File: src/rtl/mmio_uart_pkg.sv
// Shared definitions for the memory-mapped UART transmitter: register
// offsets, STATUS bit positions and the serialiser state encoding.
// Optional build macro: MMIO_UART_PARITY_EN.
package mmio_uart_pkg;

  // Register offsets are word indices taken from addr[3:2].
  localparam logic [1:0] OFF_TXDATA = 2'd0;
  localparam logic [1:0] OFF_STATUS = 2'd1;
  localparam logic [1:0] OFF_DIV    = 2'd2;

  // STATUS register bit positions.
  localparam int ST_FULL_BIT   = 0;
  localparam int ST_EMPTY_BIT  = 1;
  localparam int ST_BUSY_BIT   = 2;
  localparam int ST_OVF_BIT    = 3;
  localparam int ST_PAR_BIT    = 4;
  localparam int ST_CNT_LSB    = 8;

  // Serialiser states. S_PARITY is only entered when parity is built in.
  typedef enum logic [2:0] {
    S_IDLE   = 3'd0,
    S_START  = 3'd1,
    S_DATA   = 3'd2,
    S_PARITY = 3'd3,
    S_STOP   = 3'd4
  } uart_state_t;

endpackage

File: src/rtl/sync_fifo.sv
// Single-clock FIFO with show-ahead read data. Push while full and pop while
// empty are ignored here, so callers may drive raw requests. DEPTH must be a
// power of two so the pointers wrap naturally.
module sync_fifo #(
  parameter int WIDTH = 8,
  parameter int DEPTH = 8
) (
  input  logic                     clk,
  input  logic                     rst,
  input  logic                     push,
  input  logic [WIDTH-1:0]         wdata,
  input  logic                     pop,
  output logic [WIDTH-1:0]         rdata,
  output logic                     full,
  output logic                     empty,
  output logic [$clog2(DEPTH):0]   count
);

  localparam int AW = $clog2(DEPTH);

  logic [WIDTH-1:0] mem [DEPTH];
  logic [AW-1:0]    wr_ptr;
  logic [AW-1:0]    rd_ptr;
  logic [AW:0]      cnt;
  logic             push_ok;
  logic             pop_ok;

  // Full and empty come from the registered count, i.e. before any
  // same-cycle pop, so a push into a full FIFO is dropped even if a pop
  // happens in the same cycle.
  assign full    = (cnt == (AW+1)'(DEPTH));
  assign empty   = (cnt == '0);
  assign count   = cnt;
  assign rdata   = mem[rd_ptr];
  assign push_ok = push && !full;
  assign pop_ok  = pop && !empty;

  // Storage array: no reset, contents are only meaningful below the count.
  always_ff @(posedge clk) begin
    if (push_ok) begin
      mem[wr_ptr] <= wdata;
    end
  end

  // Pointer and occupancy bookkeeping.
  always_ff @(posedge clk) begin
    if (rst) begin
      wr_ptr <= '0;
      rd_ptr <= '0;
      cnt    <= '0;
    end else begin
      if (push_ok) wr_ptr <= wr_ptr + AW'(1);
      if (pop_ok)  rd_ptr <= rd_ptr + AW'(1);
      case ({push_ok, pop_ok})
        2'b10:   cnt <= cnt + (AW+1)'(1);
        2'b01:   cnt <= cnt - (AW+1)'(1);
        default: cnt <= cnt;
      endcase
    end
  end

endmodule

File: src/rtl/mmio_uart_tx.sv
// Memory-mapped 8N1 UART transmitter sitting on the CPU data port.
// Register window: TXDATA (push), STATUS, DIVISOR (clocks per bit).
// Optional build macro: MMIO_UART_PARITY_EN adds an even-parity bit.
//
// Bus handshake: a write is accepted in any cycle with wr=1 and the address
// inside the window; there is no back-pressure. A read is any cycle with
// wr=0; rdata/sel are registered and valid exactly one cycle later.
module mmio_uart_tx
  import mmio_uart_pkg::*;
#(
  parameter logic [31:0] BASE_ADDR  = 32'h0000_1000,
  parameter int          FIFO_DEPTH = 8,
  parameter logic [15:0] DIV_RESET  = 16'd16
) (
  input  logic        clk,
  input  logic        rst,
  input  logic [31:0] addr,
  input  logic [31:0] wdata,
  input  logic        wr,
  output logic [31:0] rdata,
  output logic        sel,
  output logic        tx,
  output logic        tx_idle
);

  localparam int CNT_W = $clog2(FIFO_DEPTH) + 1;

  // Bus decode
  logic        hit;
  logic [1:0]  off;
  logic        push_req;
  logic [31:0] rd_mux;
  logic        unused_ok;

  // Registers
  logic [15:0] div_reg;
  logic        overflow;

  // FIFO interface
  logic             fifo_pop;
  logic [7:0]       fifo_rdata;
  logic             fifo_full;
  logic             fifo_empty;
  logic [CNT_W-1:0] fifo_count;

  // Serialiser
  uart_state_t state;
  logic [15:0] bit_cnt;
  logic [15:0] div_lat;
  logic [2:0]  bit_idx;
  logic [7:0]  shreg;
  logic        par_bit;
  logic        bit_end;

  assign hit       = (addr[31:4] == BASE_ADDR[31:4]);
  assign off       = addr[3:2];
  assign push_req  = wr && hit && (off == OFF_TXDATA);
  assign unused_ok = ^{addr[1:0], wdata[31:16]};

  assign bit_end  = (bit_cnt == 16'd0);
  // The serialiser takes a byte whenever it is idle, or at the end of a stop
  // bit so back-to-back frames have no gap.
  assign fifo_pop = !fifo_empty &&
                    ((state == S_IDLE) || ((state == S_STOP) && bit_end));
  assign tx_idle  = fifo_empty && (state == S_IDLE);

  sync_fifo #(
    .WIDTH (8),
    .DEPTH (FIFO_DEPTH)
  ) u_fifo (
    .clk   (clk),
    .rst   (rst),
    .push  (push_req),
    .wdata (wdata[7:0]),
    .pop   (fifo_pop),
    .rdata (fifo_rdata),
    .full  (fifo_full),
    .empty (fifo_empty),
    .count (fifo_count)
  );

  // Read-data mux for the addressed register; unlisted offsets read zero.
  always_comb begin
    rd_mux = 32'd0;
    case (off)
      OFF_STATUS: begin
        rd_mux[ST_FULL_BIT]  = fifo_full;
        rd_mux[ST_EMPTY_BIT] = fifo_empty;
        rd_mux[ST_BUSY_BIT]  = (state != S_IDLE);
        rd_mux[ST_OVF_BIT]   = overflow;
`ifdef MMIO_UART_PARITY_EN
        rd_mux[ST_PAR_BIT]   = 1'b1;
`else
        rd_mux[ST_PAR_BIT]   = 1'b0;
`endif
        rd_mux[ST_CNT_LSB +: CNT_W] = fifo_count;
      end
      OFF_DIV: rd_mux = {16'd0, div_reg};
      default: rd_mux = 32'd0;
    endcase
  end

  // Register writes, sticky overflow and the one-cycle registered read port.
  always_ff @(posedge clk) begin
    if (rst) begin
      div_reg  <= DIV_RESET;
      overflow <= 1'b0;
      rdata    <= 32'd0;
      sel      <= 1'b0;
    end else begin
      sel   <= hit && !wr;
      rdata <= (hit && !wr) ? rd_mux : 32'd0;
      if (wr && hit) begin
        case (off)
          OFF_TXDATA: if (fifo_full) overflow <= 1'b1;
          OFF_STATUS: overflow <= 1'b0;
          // A divisor of zero would stall the bit counter, so clamp to 1.
          OFF_DIV:    div_reg <= (wdata[15:0] == 16'd0) ? 16'd1 : wdata[15:0];
          default:    ;
        endcase
      end
    end
  end

  // Bit-timing state machine; tx is registered and changes on bit boundaries.
  // The divisor is sampled only when a frame starts, so mid-frame writes
  // take effect on the following frame.
  always_ff @(posedge clk) begin
    if (rst) begin
      state   <= S_IDLE;
      tx      <= 1'b1;
      bit_cnt <= 16'd0;
      div_lat <= DIV_RESET;
      bit_idx <= 3'd0;
      shreg   <= 8'd0;
      par_bit <= 1'b0;
    end else begin
      case (state)
        S_IDLE: begin
          tx <= 1'b1;
          if (!fifo_empty) begin
            state   <= S_START;
            tx      <= 1'b0;
            shreg   <= fifo_rdata;
            par_bit <= ^fifo_rdata;
            div_lat <= div_reg;
            bit_cnt <= div_reg - 16'd1;
          end
        end
        S_START: begin
          if (bit_end) begin
            state   <= S_DATA;
            tx      <= shreg[0];
            bit_idx <= 3'd0;
            bit_cnt <= div_lat - 16'd1;
          end else begin
            bit_cnt <= bit_cnt - 16'd1;
          end
        end
        S_DATA: begin
          if (bit_end) begin
            bit_cnt <= div_lat - 16'd1;
            if (bit_idx == 3'd7) begin
`ifdef MMIO_UART_PARITY_EN
              state <= S_PARITY;
              tx    <= par_bit;
`else
              state <= S_STOP;
              tx    <= 1'b1;
`endif
            end else begin
              bit_idx <= bit_idx + 3'd1;
              shreg   <= {1'b0, shreg[7:1]};
              tx      <= shreg[1];
            end
          end else begin
            bit_cnt <= bit_cnt - 16'd1;
          end
        end
        S_PARITY: begin
          if (bit_end) begin
            state   <= S_STOP;
            tx      <= 1'b1;
            bit_cnt <= div_lat - 16'd1;
          end else begin
            bit_cnt <= bit_cnt - 16'd1;
          end
        end
        S_STOP: begin
          if (bit_end) begin
            if (!fifo_empty) begin
              state   <= S_START;
              tx      <= 1'b0;
              shreg   <= fifo_rdata;
              par_bit <= ^fifo_rdata;
              div_lat <= div_reg;
              bit_cnt <= div_reg - 16'd1;
            end else begin
              state <= S_IDLE;
              tx    <= 1'b1;
            end
          end else begin
            bit_cnt <= bit_cnt - 16'd1;
          end
        end
        default: begin
          state <= S_IDLE;
          tx    <= 1'b1;
        end
      endcase
    end
  end

endmodule

File: config.mk
export PLATFORM = sky130hd
export DESIGN_NAME = mmio_uart_tx
export DESIGN_NICKNAME = d
export VERILOG_FILES = /design/src/rtl/mmio_uart_pkg.sv /design/src/rtl/sync_fifo.sv /design/src/rtl/mmio_uart_tx.sv
export SDC_FILE = /design/constraint.sdc
export NUM_CORES = 1
export LEC_CHECK = 0
export CORE_MARGIN = 2
export CORE_UTILIZATION = 50
export DETAILED_ROUTE_END_ITERATION = 16
export PLACE_DENSITY = 0.83
export SYNTH_ARGS = -nofsm -noshare
export SYNTH_HDL_FRONTEND = slang
export SYNTH_SLANG_ARGS = --single-unit
export TNS_END_PERCENT = 30
File: constraint.sdc
create_clock -name clk -period 3.14 [get_ports clk]
set_input_delay 0.628 -clock clk [delete_from_list [all_inputs] [get_ports clk]]
set_output_delay 0.628 -clock clk [all_outputs]
set_load 0.005 [all_outputs]
==> out/results.ini <==
[outcome]
status = completed

[floorplan]
dieArea_um2 = 16620
die-width_um = 128.9
design.core.area_um2 = 15200
die_y_um = 128.9
fp-row-count = 45
start_util = 0.5132
boundaryPins = 102

[clock_tree]
cts.sinks = 158
post_cts_buffers = 0
clkLatencyLatePin_ns = 0.44
cts_hold_buf = 0
htreeDepth = 4
clockBufferDepth = 2
cts-root-buf = clkbuf_16
cts_tree = done
cts_buffers = 17
cts.clk_slew.worst_paths_ns = 0.06

[cells_and_area]
layout_commonest_cell = nand2_1
final_cell_mix = 102 x nand2_1, 94 x dfxtp_1, 70 x nor2_1
largest_register_ffs = 64
num-fill-cells = 1158
final_util = 0.6148
diodes = 0
drive_gt1_frac = 0.1301
fin_nets = 951
largest-register = u_fifo.mem
area_growth_pct = 19.81

[pwr]
seqPwrFrac = 0.499
combPwrFrac = 0.029
netSwitchingPower_w = 0.0009599
p_clk_frac = 0.472
power.total_w = 0.004268
powerDensity_nw_per_um2 = 456.7
internal-power_w = 0.003308
leakage_nw = 3.292
switching_share = 0.2249
ir_drop_v = 0.0004717

[logic_synthesis]
ys.warnings.count = 0
synthTopCellsByArea = edfxtp_1 25%, dfxtp_1 24%, nand2_1 4.9%
synth_top_cell_by_area = edfxtp_1
synth_area_um2 = 7801
synth_seq_cells = 158
synth_top_area_frac = 0.2464
ys_types = 75
synthCells = 789
async_flop_share = 0
synth_ff_type = dfxtp_1
synth_edf_count = 64
seq_area_frac_synth = 0.4876
syn_avg_cell_area_um2 = 9.887

[timing]
rsz0062_at_grt = no
tns_ns = 0
period_needed_ns = 2.920
hold_ws_ns = 0.4550
finalHoldViolCount = 0
maxSlewViolCount = 0
max_slew_margin = 0.2937
setup_viol = 0
fin_worst_skew_ns = 0.01072
worst_pin_slew_ns = 1.054
max_freq_ghz = 0.3424
fin_crit_sh = 0.9300

[routing]
dr_total_vias = 6444
drt-wirelength-per-cell_um = 18.16
routed_wirelength_um = 19470
routed_via_density = 6.011
dr.pass1.iters = 6
detail-route-antenna-nets = 0
first_iter_violations = 809
drc = 0

[global_route]
gr-total-overflow = 0
grt_pass1_vias = 5928
grtUsageTotal = 0.2420
antenna_found_initial = 0
grt_first_pass_wirelength_um = 31110
grt_max_degree = 40

[flow_run]
drv_cap = 0

[critical_path]
worstSetupEndpointType = output pin
crit_fanout = 8
crit_end = tx_idle
reg2reg_to = u_fifo.count[3]
crit_type = reg2out
worst_setup_path_start_kind = register
worstSetupStartpoint = u_fifo.count[0]
reg2reg_depth = 15
reg2reg_slack_ns = 0.27
worstReg2RegStart = bit_cnt[1]
critPathRequiredTime_ns = 2.51
crit_arrival_ns = 2.29

[placed_design]
place_hpwl_um = 13190
place_congestion = 0.9550
portBuffers = 67

[worst_hold_path]
min_path_type = reg2reg

-- repair_timing --
action	CTS	global route
hold endpoints to repair	0	0
gates resized for setup	0	1
endpoints found under the setup margin	0	1
-- power groups by stage --
stage	registers, W	clock network (W)	logic, W
floorplan	0.00218	0	0.0000449
detailed placement	0.00218	0	0.000123
finish	0.00213	0.00201	0.000125
global placement	0.00218	0	0.000121
CTS	0.00213	0.00203	0.000124
global route	0.00213	0.00212	0.000135
-- area by class of cell --
cell class | instances | area, µm² | area share
flip-flops and latches | 158 | 3804 | 0.4070
repair buffers | 111 | 996.0 | 0.1066
well taps | 188 | 235.2 | 0.02517
inverters | 15 | 56.30 | 0.006024
multi-input cells | 568 | 3674 | 0.3930
clock buffers | 17 | 425.4 | 0.04552
clock inverters | 15 | 156.4 | 0.01673
-- synth_stat cells, types with 3 or more instances --
cell type	number
a221oi_1	5
mux4_2	16
nor3b_1	4
buf_1	6
or2_2	3
a31oi_1	7
or4_1	9
ha_1	13
and3_1	10
o21ai_0	24
or3_1	7
nand2b_1	6
nand3b_1	3
o22ai_1	7
buf_4	17
nand4_1	8
edfxtp_1	64
o211ai_1	9
nor3_1	15
xnor2_1	21
a211o_1	3
o21a_1	4
inv_1	14
a21oi_1	57
o31ai_1	6
and2_1	4
clkbuf_1	29
mux2i_1	11
nand3_1	21
nor4_2	3
dfxtp_1	94
xor2_1	20
buf_2	8
a211oi_1	7
nand2_1	102
a22oi_1	17
nor2_1	70
or3b_2	3
nor4_1	19
-- worst min-delay path by stage --
stage / depth (start not counted) / start / slack, ns / to
3_5_place_dp: 2 / shreg[4] / 0.45 / shreg[4]
5_1_grt: 2 / shreg[7] / 0.49 / shreg[7]
3_3_place_gp: 2 / shreg[7] / 0.44 / shreg[7]
4_1_cts: 2 / shreg[4] / 0.46 / shreg[4]
2_1_floorplan: 2 / shreg[7] / 0.43 / shreg[7]
6_report: 2 / shreg[4] / 0.46 / shreg[4]
-- per-stage QoR --
| step | setup WS, ns | instance area (µm²) | instances |
|---|---|---|---|
| after CTS | 0.1648 | 9341 | 1072 |
| final | 0.2197 | 9346 | 1072 |
| after global routing | 0.003992 | 9346 | 1072 |
| after detailed placement | -0.1888 | 8760 | 1040 |
| after global placement | -0.1609 | 8760 | 1040 |
| after floorplan | 0.1644 | 7864 | 804 |
-- per-layer routing --
layer	routed length, µm	vias to the layer above	track usage
met3	1552	42	0.05696
met1	7881	3035	0.3163
li1	-	3031	-
met4	393	0	0.08440
met2	9644	336	0.3971
met5	0	-	0
-- worst max-delay path, cell delays in order (launching register included) --
cell and delay, ns:
dfxtp_1 0.31, buf_4 0.16, or4_1 0.63, nor2_1 0.21, clkdlybuf4s50_1 0.54
-- logic make-up after synthesis --
group | after synthesis | synth area share
flops | 158 | 0.4876
compound gates | 162 | 0.1315
mux | 29 | 0.06319
buf+inv | 78 | 0.05020
fa+ha+maj | 14 | 0.02213
xor+xnor | 41 | 0.04603
simple gates | 306 | 0.1989
other cells | 1 | 0.0004807
Note: power is estimated with default switching activity, not from simulation.
